File: config.mk
export PLATFORM = sky130hd
export DESIGN_NAME = decode_stage
export DESIGN_NICKNAME = d
export VERILOG_FILES = /design/src/rtl/misc_v_pkg.sv /design/src/rtl/decode_stage.sv
export SDC_FILE = /design/constraint.sdc
export NUM_CORES = 1
export LEC_CHECK = 0
export BUFFER_PORTS_ARGS = -buffer_cell sky130_fd_sc_hd__buf_2
export CAP_MARGIN = 10
export CORE_MARGIN = 2
export CORE_UTILIZATION = 40
export DETAILED_ROUTE_END_ITERATION = 10
export HOLD_SLACK_MARGIN = 0.05
export PLACE_DENSITY_LB_ADDON = 0.1
export RECOVER_POWER = 25
export SYNTH_ARGS = -nofsm -noshare
export SYNTH_HDL_FRONTEND = slang
export SYNTH_SLANG_ARGS = --single-unit
File: constraint.sdc
create_clock -name clk -period 1.82 [get_ports clk]
set_input_delay 0.364 -clock clk [delete_from_list [all_inputs] [get_ports clk]]
set_output_delay 0.364 -clock clk [all_outputs]
set_load 0.03 [all_outputs]
File: src/rtl/misc_v_pkg.sv
// Shared decode definitions: opcodes, instruction field positions, FSM state
// constants and the field-split helper.
package misc_v_pkg;

  localparam int unsigned REG_ADDR_W = 4;
  localparam int unsigned REG_DATA_W = 8;
  localparam int unsigned OPC_W      = 4;
  localparam int unsigned OPC_MSB    = 31;
  localparam int unsigned RD_LSB     = 24;
  localparam int unsigned RS_LSB     = 20;
  localparam int unsigned IMM_W      = 8;

  typedef enum logic [OPC_W-1:0] {
    OP_NOP = 4'h0,
    OP_LI  = 4'h1,
    OP_ADD = 4'h2,
    OP_SUB = 4'h3,
    OP_AND = 4'h4,
    OP_OR  = 4'h5,
    OP_XOR = 4'h6,
    OP_MOV = 4'h7
  } opcode_e;

  typedef logic [1:0] decode_state_t;
  localparam decode_state_t IDLE = 2'd0;
  localparam decode_state_t READ = 2'd1;
  localparam decode_state_t HOLD = 2'd2;

  typedef struct packed {
    logic [OPC_W-1:0]      opcode;
    logic [REG_ADDR_W-1:0] rd;
    logic [REG_ADDR_W-1:0] rs;
    logic [IMM_W-1:0]      imm;
  } instr_fields_t;

  function automatic instr_fields_t split_instr(input logic [31:0] instr);
    instr_fields_t f;
    f.opcode = instr[OPC_MSB -: OPC_W];
    f.rd     = instr[RD_LSB +: REG_ADDR_W];
    f.rs     = instr[RS_LSB +: REG_ADDR_W];
    f.imm    = instr[IMM_W-1:0];
    return f;
  endfunction

endpackage

File: src/rtl/decode_stage.sv
// Decode stage: splits fetched instructions, performs LI register writes itself,
// drops NOPs and hands other operations downstream with their source operand.
module decode_stage
  import misc_v_pkg::*;
#(
  parameter int unsigned PC_W = 32
) (
  input  logic                  clk,
  input  logic                  reset,
  input  logic                  flush,
  input  logic                  in_valid,
  output logic                  in_ready,
  input  logic [PC_W-1:0]       in_pc,
  input  logic [31:0]           in_instr,
  output logic [REG_ADDR_W-1:0] rf_rd_addr,
  input  logic [REG_DATA_W-1:0] rf_rd_data,
  output logic                  rf_wr_enable,
  output logic [REG_ADDR_W-1:0] rf_wr_addr,
  output logic [REG_DATA_W-1:0] rf_wr_data,
  output logic                  out_valid,
  input  logic                  out_ready,
  output logic [OPC_W-1:0]      out_op,
  output logic [REG_ADDR_W-1:0] out_rd,
  output logic [REG_DATA_W-1:0] out_operand,
  output logic [IMM_W-1:0]      out_imm,
  output logic [PC_W-1:0]       out_pc
);

  decode_state_t         state_q, state_d;
  logic                  valid_q, valid_d;
  logic [OPC_W-1:0]      op_q, op_d;
  logic [REG_ADDR_W-1:0] rd_q, rd_d;
  logic [REG_DATA_W-1:0] operand_q, operand_d;
  logic [IMM_W-1:0]      imm_q, imm_d;
  logic [PC_W-1:0]       pc_q, pc_d;
  logic                  wr_en_q, wr_en_d;
  logic [REG_ADDR_W-1:0] wr_addr_q, wr_addr_d;
  logic [REG_DATA_W-1:0] wr_data_q, wr_data_d;
  logic                  fwd_q, fwd_d;
  logic [REG_DATA_W-1:0] fwd_data_q, fwd_data_d;

  instr_fields_t fields;
  logic          accept;

  assign fields     = split_instr(in_instr);
  assign rf_rd_addr = fields.rs;
  assign in_ready   = reset & ~flush & (state_q == IDLE);
  assign accept     = in_valid & in_ready;

  always_comb begin
    state_d    = state_q;
    valid_d    = valid_q;
    op_d       = op_q;
    rd_d       = rd_q;
    operand_d  = operand_q;
    imm_d      = imm_q;
    pc_d       = pc_q;
    wr_en_d    = 1'b0;
    wr_addr_d  = wr_addr_q;
    wr_data_d  = wr_data_q;
    fwd_d      = fwd_q;
    fwd_data_d = fwd_data_q;
    if (flush) begin
      state_d = IDLE;
      valid_d = 1'b0;
    end else begin
      case (state_q)
        IDLE: begin
          if (accept && fields.opcode == OP_LI) begin
            wr_en_d   = 1'b1;
            wr_addr_d = fields.rd;
            wr_data_d = fields.imm;
          end else if (accept && fields.opcode != OP_NOP) begin
            op_d       = fields.opcode;
            rd_d       = fields.rd;
            imm_d      = fields.imm;
            pc_d       = in_pc;
            // The register file returns the old value when written on the read edge.
            fwd_d      = wr_en_q && (wr_addr_q == fields.rs);
            fwd_data_d = wr_data_q;
            state_d    = READ;
          end
        end
        READ: begin
          operand_d = fwd_q ? fwd_data_q : rf_rd_data;
          valid_d   = 1'b1;
          state_d   = HOLD;
        end
        HOLD: begin
          if (out_ready) begin
            valid_d = 1'b0;
            state_d = IDLE;
          end
        end
        default: state_d = IDLE;
      endcase
    end
  end

  always_ff @(posedge clk or negedge reset) begin
    if (!reset) begin
      state_q    <= IDLE;
      valid_q    <= 1'b0;
      op_q       <= '0;
      rd_q       <= '0;
      operand_q  <= '0;
      imm_q      <= '0;
      pc_q       <= '0;
      wr_en_q    <= 1'b0;
      wr_addr_q  <= '0;
      wr_data_q  <= '0;
      fwd_q      <= 1'b0;
      fwd_data_q <= '0;
    end else begin
      state_q    <= state_d;
      valid_q    <= valid_d;
      op_q       <= op_d;
      rd_q       <= rd_d;
      operand_q  <= operand_d;
      imm_q      <= imm_d;
      pc_q       <= pc_d;
      wr_en_q    <= wr_en_d;
      wr_addr_q  <= wr_addr_d;
      wr_data_q  <= wr_data_d;
      fwd_q      <= fwd_d;
      fwd_data_q <= fwd_data_d;
    end
  end

  assign out_valid    = valid_q;
  assign out_op       = op_q;
  assign out_rd       = rd_q;
  assign out_operand  = operand_q;
  assign out_imm      = imm_q;
  assign out_pc       = pc_q;
  assign rf_wr_enable = wr_en_q;
  assign rf_wr_addr   = wr_addr_q;
  assign rf_wr_data   = wr_data_q;

endmodule

==> results_dict.tcl, run 1 <==
set metrics [dict create \
    antenna_found_initial 0 \
    crit_path_max_fanout 4 \
    clk_latency_ns 0.33 \
    hold_violations 0 \
    power.density_nw_per_um2 1240 \
    initial_utilization 0.416 \
    min-delay-start "in_pc[16]" \
    end_kind "output pin" \
    rsz0062_at_grt "false" \
    syn2layout_area_growth_pct 31.3 \
    dpl_cell_area_um2 4060 \
    drc 0 \
    synthCells 207 \
    drive_gt1_frac 0.615 \
    synth-compound-area-share 0.0190 \
    regToRegSetupSlack_ns 0.25 \
    fin_crit_sh 0.956 \
    fmax_mhz 575 \
    synth_adder_area_share 0 \
    grt.total_usage 0.152 \
    first_pass_iters 4 \
    synth_cell_type_count 22 \
    post_cts_buffers 0 \
    crit_required_ns 1.46 \
    synth_xor_area_frac 0.0108 \
    maxCapViolCount 0 \
    synth_nets 284 \
    nets 430 \
    diodes 0 \
    yosys-top-cells-area "dfrtp_1 63%, mux2_2 17%, mux2_4 4.6%" \
    ys_seq_area_frac 0.627 \
    num_rows 32 \
    cts_buffer_depth 2 \
    wl_mm 6.42 \
    path_clk_slew_ns 0.08 \
    synth_area_per_cell_um2 15.6 \
    synth_top_family_by_area "multiplexers" \
    core_um2 7770 \
    fin_skew_ns 0.00963 \
    synth_mux_area_frac 0.277 \
    ir_worst_vdd_uv 514 \
    yosysTopAreaCell "dfrtp_1" \
    p_leak_nw 2.17 \
    final_cell_area_um2 4240 \
    io_pins 152 \
    num-fill-cells 687 \
    dr_total_vias 2092 \
    cts_max_level 3 \
    place_congestion 0.695 \
    critPathLaunchType "flip-flop" \
    ant_nets 0 \
    min_path_cells 2 \
    yosysTopAreaCellShare 0.627 \
    die_w_um 93.9 \
    dpl.hpwl_mm 4.72 \
    cts_tree "done" \
    clock_sinks 81 \
    drtIter0Drc 60 \
    syn_area_um2 3230 \
    overflow 0 \
    avgViaCountPerCell 4.55 \
    die_area_um2 8810 \
    status "finished, final reports clean" \
    finalCriticalPeriod_ns 1.74 \
    numPortBuffers 139 \
    crit_type "reg -> out" \
    hold_class "in -> reg" \
    worstReg2RegEnd "out_pc[17]$_DFFE_PN0P_" \
    arrival_ns 1.38 \
    crit_path_start "state_q[1]$_DFFE_PN0P_" \
    synth_seq_cells 81 \
    hold_end "out_pc[16]$_DFFE_PN0P_" \
    r2r-start "state_q[1]$_DFFE_PN0P_" \
    max_slew_margin 0.300 \
    clockRootBuffer "clkbuf_8" \
    grt_first_pass_wirelength_mm 10.3 \
    grt_max_degree 82 \
    ys_warn_count 0 \
    synthSimpleGateAreaFrac 0.0356 \
    die_y_um 93.9 \
    cts_made_buffers 9 \
    maxSlewViolCount 0 \
    grt_pass1_vias 2093 \
    setup_viol 0 \
    holdBufCountCts 0 \
    reg2reg_depth 4 \
    avgRoutedWirePerCell_um 13.9 \
    power.total_mw 5.25 \
    worst_pin_slew_ns 1.05 \
]
-- layout make-up --
cell class                 count  area [µm²]  share of cell area
multi-input combinational    110        1100               0.261
sequential                    81        2030               0.478
timing repair buffer         148         781               0.184
clock buffer                  11         131              0.0310
inverter                       3        11.3             0.00266
clock inverter                 5        56.3              0.0133
tap                          102         128              0.0301
-- synth_stat cells --
cell type and count:
buf_6 2, buf_4 5, clkbuf_1 2, o2bb2ai_1 1, mux2_2 50, nand3b_2 1, buf_2 4, a21oi_1 8
nor3b_2 1, mux2i_1 9, dfrtp_1 81, nor3_1 1, xnor2_1 4, nand4b_1 1, nor4b_4 1, inv_1 3
o21ai_0 1, nor2_1 11, a211oi_1 1, mux2_4 10, nand4_1 2, mux2_1 8
-- worst max-delay path, cell delays in order (launching register included) --
cell,delay [ns]
dfrtp_2,0.45
nor4b_4,0.25
buf_4,0.17
clkbuf_4,0.18
-- timing repair --
item | 4_1_cts | 5_1_grt
hold endpoints to repair | 0 | 0
endpoints found under the setup margin | 0 | 1
resized for setup | 0 | 2
-- per-stage QoR --
step	setup WS, ns	setup TNS (ns)	instances	hold WS, ns	util
after floorplan	-0.103	-2.32	207	0.0684	-
after global placement	0.0883	0	444	0.472	0.523
after detailed placement	0.0681	0	444	0.475	0.523
after CTS	0.0260	0	460	0.219	0.547
after global routing	0.00386	0	460	0.218	0.546
final	0.0801	0	460	0.236	0.546
-- metal layers --
layer / vias to the layer above / global-route usage / part of all wire
met2: 71 / 0.239 / 0.47
li1: 1021 / - / -
met4: 0 / 0.0507 / 0.013
met3: 7 / 0.0449 / 0.066
met1: 993 / 0.203 / 0.45
met5: - / 0 / 0
-- where the power goes --
part           internal (mW)  switching [mW]  leakage, nW  total (mW)
Clock                  0.633           0.616       0.0933        1.25
Sequential              2.17           0.185        0.996        2.35
Combinational          0.601            1.04         1.08        1.64
Total                   3.40            1.84         2.17        5.25
-- cell usage in the layout, fill, tap and decap left out --
cell type / Yosys / layout
nor2_1: 11 / 11
buf_4: 5 / 5
a211oi_1: 1 / 1
o21ai_0: 1 / 1
mux2_1: 8 / 8
xnor2_1: 4 / 4
a21oi_1: 8 / 8
clkinvlp_4: 0 / 1
nand3b_2: 1 / 1
bufinv_16: 0 / 1
clkinv_4: 0 / 1
dfrtp_1: 81 / 80
mux2_2: 50 / 50
clkinv_2: 0 / 2
mux2i_1: 9 / 9
buf_2: 4 / 133
clkbuf_1: 2 / 8
o2bb2ai_1: 1 / 1
buf_12: 0 / 2
dfrtp_2: 0 / 1
mux2_4: 10 / 10
clkbuf_8: 0 / 9
nand4b_1: 1 / 1
nor4b_4: 1 / 1
nor3_1: 1 / 1
inv_1: 3 / 3
nand4_1: 2 / 2
clkbuf_4: 0 / 2
nor3b_2: 1 / 1
-- logic make-up after synthesis --
family / Yosys count
and+or+nand+nor: 18
DFF: 81
buffers and inverters: 16
muxes: 77
AOI/OAI and AO/OA: 11
xor gates and xnor gates: 4
-- worst max path at each step --
stage | endpoint | slack [ns]
after CTS | in_ready | 0.03
after detailed placement | out_pc[30]$_DFFE_PN0P_ | 0.07
after global routing | in_ready | 0.004
final | in_ready | 0.08
after floorplan | out_pc[10]$_DFFE_PN0P_ | -0.10
after global placement | out_pc[25]$_DFFE_PN0P_ | 0.09
-- state kept, by name (all words and copies together) (netlist names) --
register and count:
out_op 4, out_operand 8, out_rd 4, state_q 2, fwd_q 1, rf_wr_enable 1, out_pc 32, out_valid 1
rf_wr_addr 4, rf_wr_data 8, out_imm 8, fwd_data_q 8
(Power assumes the default switching activity.)
==> run 2: changes to the inputs <==
--- a/config.mk
+++ b/config.mk
@@ -5,8 +5,7 @@
 export SDC_FILE = /design/constraint.sdc
 export NUM_CORES = 1
 export LEC_CHECK = 0
-export BUFFER_PORTS_ARGS = -buffer_cell sky130_fd_sc_hd__buf_2
-export CAP_MARGIN = 10
+export BUFFER_PORTS_ARGS = -buffer_cell sky130_fd_sc_hd__buf_4
 export CORE_MARGIN = 2
 export CORE_UTILIZATION = 40
 export DETAILED_ROUTE_END_ITERATION = 10
==> run 2 against run 1 <==
  * Sequential share of layout area down 3.4 points
  * Sequential power barely moved
  * Fmax barely moved
  * Register-to-register slack got worse by 0.03 ns
  * First-iteration DRC count fell by 40%
  * Final area up 7.7%
  * Die area unchanged
  * Global-route usage up 0.92 points
  * Via count up 3.2%
  * Power up 4.0%
  * Worst setup slack improved by 0.00076 ns
  * Largest cell class unchanged
==> results_dict.tcl, run 2 (synthesis gave the netlist of run 1 again) <==
set metrics [dict create \
    post_cts_buffers 0 \
    power.total_mw 5.46 \
    grt_max_degree 82 \
    avgRoutedWirePerCell_um 15.1 \
    path_clk_slew_ns 0.08 \
    end_kind "output pin" \
    drtIter0Drc 36 \
    setup_viol 0 \
    finalCriticalPeriod_ns 1.74 \
    ir_worst_vdd_uv 627 \
    maxCapViolCount 0 \
    status "finished, final reports clean" \
    cts_tree "done" \
    power.density_nw_per_um2 1200 \
    cts_max_level 3 \
    initial_utilization 0.416 \
    switchingPower_mw 1.89 \
    numPortBuffers 139 \
    largest_reg_flops 32 \
    syn2layout_area_growth_pct 41.3 \
    hold_class "in -> reg" \
    fmax_mhz 575 \
    clk_latency_ns 0.33 \
    cts_buffer_depth 2 \
    diodes 0 \
    dp_cells 444 \
    num_rows 32 \
    grt_pass1_vias 2178 \
    fin_crit_sh 0.956 \
    dr_total_vias 2158 \
    intPower_mw 3.57 \
    dpl.hpwl_mm 5.09 \
    netSwitchingFraction 0.345 \
    antenna_found_initial 0 \
    postLayoutSetupSlackWorst_ns 0.0809 \
    stdcell_count 460 \
    final_cell_mix "139 x buf_4, 81 x dfrtp_1, 50 x mux2_2" \
    fin_skew_ns 0.00943 \
    die_y_um 93.9 \
    nets 430 \
    drive_gt1_frac 0.615 \
    die_w_um 93.9 \
    ctsResizeCount 0 \
    die_area_um2 8810 \
    combPwrFrac 0.345 \
    grt_first_pass_wirelength_mm 11.0 \
    wl_mm 6.94 \
    drc 0 \
    holdBufCountCts 0 \
    grt.total_usage 0.162 \
    place_congestion 0.695 \
    seqPwrFrac 0.436 \
    crit_path_max_fanout 4 \
    grt_util_met3 0.0409 \
    grt.met2_usage 0.263 \
    io_pins 152 \
    p_leak_nw 2.27 \
    gr-max-usage-layer "met2" \
    crit_type "reg -> out" \
    dp_slack_ns 0.0861 \
    max_slew_margin 0.279 \
    rsz0062_at_grt "false" \
    worst_pin_slew_ns 1.08 \
    clkPwrFrac 0.219 \
    critPathLaunchType "flip-flop" \
    clockRootBuffer "clkbuf_8" \
    first_pass_iters 4 \
    crit_required_ns 1.46 \
    avgViaCountPerCell 4.69 \
    ant_nets 0 \
    core_um2 7770 \
    cts_made_buffers 9 \
    arrival_ns 1.38 \
    hold_violations 0 \
    clock_sinks 81 \
    layout_commonest_cell "buf_4" \
    use_met1 0.213 \
    maxSlewViolCount 0 \
    overflow 0 \
]
==> run 2: cell count changes in the layout (fill, tap and decap cells not counted), sizes merged <==
cell / previous run / this run
inv: 3 / 4
clkinv: 3 / 2
buf: 140 / 141
bufinv: 1 / 0
==> run 2: cell type report <==
cell class / count / area, µm²
Inverter: 3 / 11.3
Multi-Input combinational cell: 110 / 1100
Tap cell: 102 / 128
Timing Repair Buffer: 148 / 1110
Sequential cell: 81 / 2030
Clock inverter: 4 / 26.3
Fill cell: 703 / 3200
Clock buffer: 12 / 155
==> run 2: critical path: stages, from the launching register on <==
cell and delay [ns]:
dfrtp_1 0.46, nor4b_4 0.27, buf_4 0.17, buf_4 0.15
==> run 2: through the flow <==
stage	hold slack, ns	area (µm²)	setup TNS [ns]	utilization
after floorplan	0.0684	3240	-2.32	-
after global placement	0.478	4410	0	0.567
after detailed placement	0.487	4410	0	0.567
after CTS	0.219	4590	0	0.591
after global routing	0.222	4570	0	0.588
final	0.236	4570	0	0.588
==> run 2: power groups by stage <==
stage | clock network (mW) | logic, mW | registers [mW]
after global placement | 0 | 1.89 | 2.40
after floorplan | 0 | 0.424 | 3.07
after global routing | 1.31 | 1.99 | 2.43
after CTS | 1.24 | 1.91 | 2.39
after detailed placement | 0 | 1.91 | 2.42
final | 1.20 | 1.88 | 2.38
==> run 2: worst paths after layout <==
check                                         endpoint  slack (ns)  cells after the start                    from
worst max register to register  out_pc[12]$_DFFE_PN0P_        0.22                      4  state_q[1]$_DFFE_PN0P_
min in group asynchronous       out_pc[31]$_DFFE_PN0P_        0.41                      2                   reset
worst min-delay path             out_valid$_DFFE_PN0P_        0.24                      2                   flush
worst min register to register  out_pc[14]$_DFFE_PN0P_        0.50                      1  out_pc[14]$_DFFE_PN0P_
worst max-delay path                          in_ready        0.08                      3  state_q[1]$_DFFE_PN0P_
max in group asynchronous       out_imm[4]$_DFFE_PN0P_        0.71                      2                   reset
==> run 2: layer usage <==
metal / wire (µm) / share of wire / up-vias
li1: - / - / 1016
met1: 2990 / 0.43 / 1063
met5: 0 / 0 / -
met2: 3410 / 0.49 / 74
met4: 47 / 0.0068 / 0
met3: 493 / 0.071 / 5
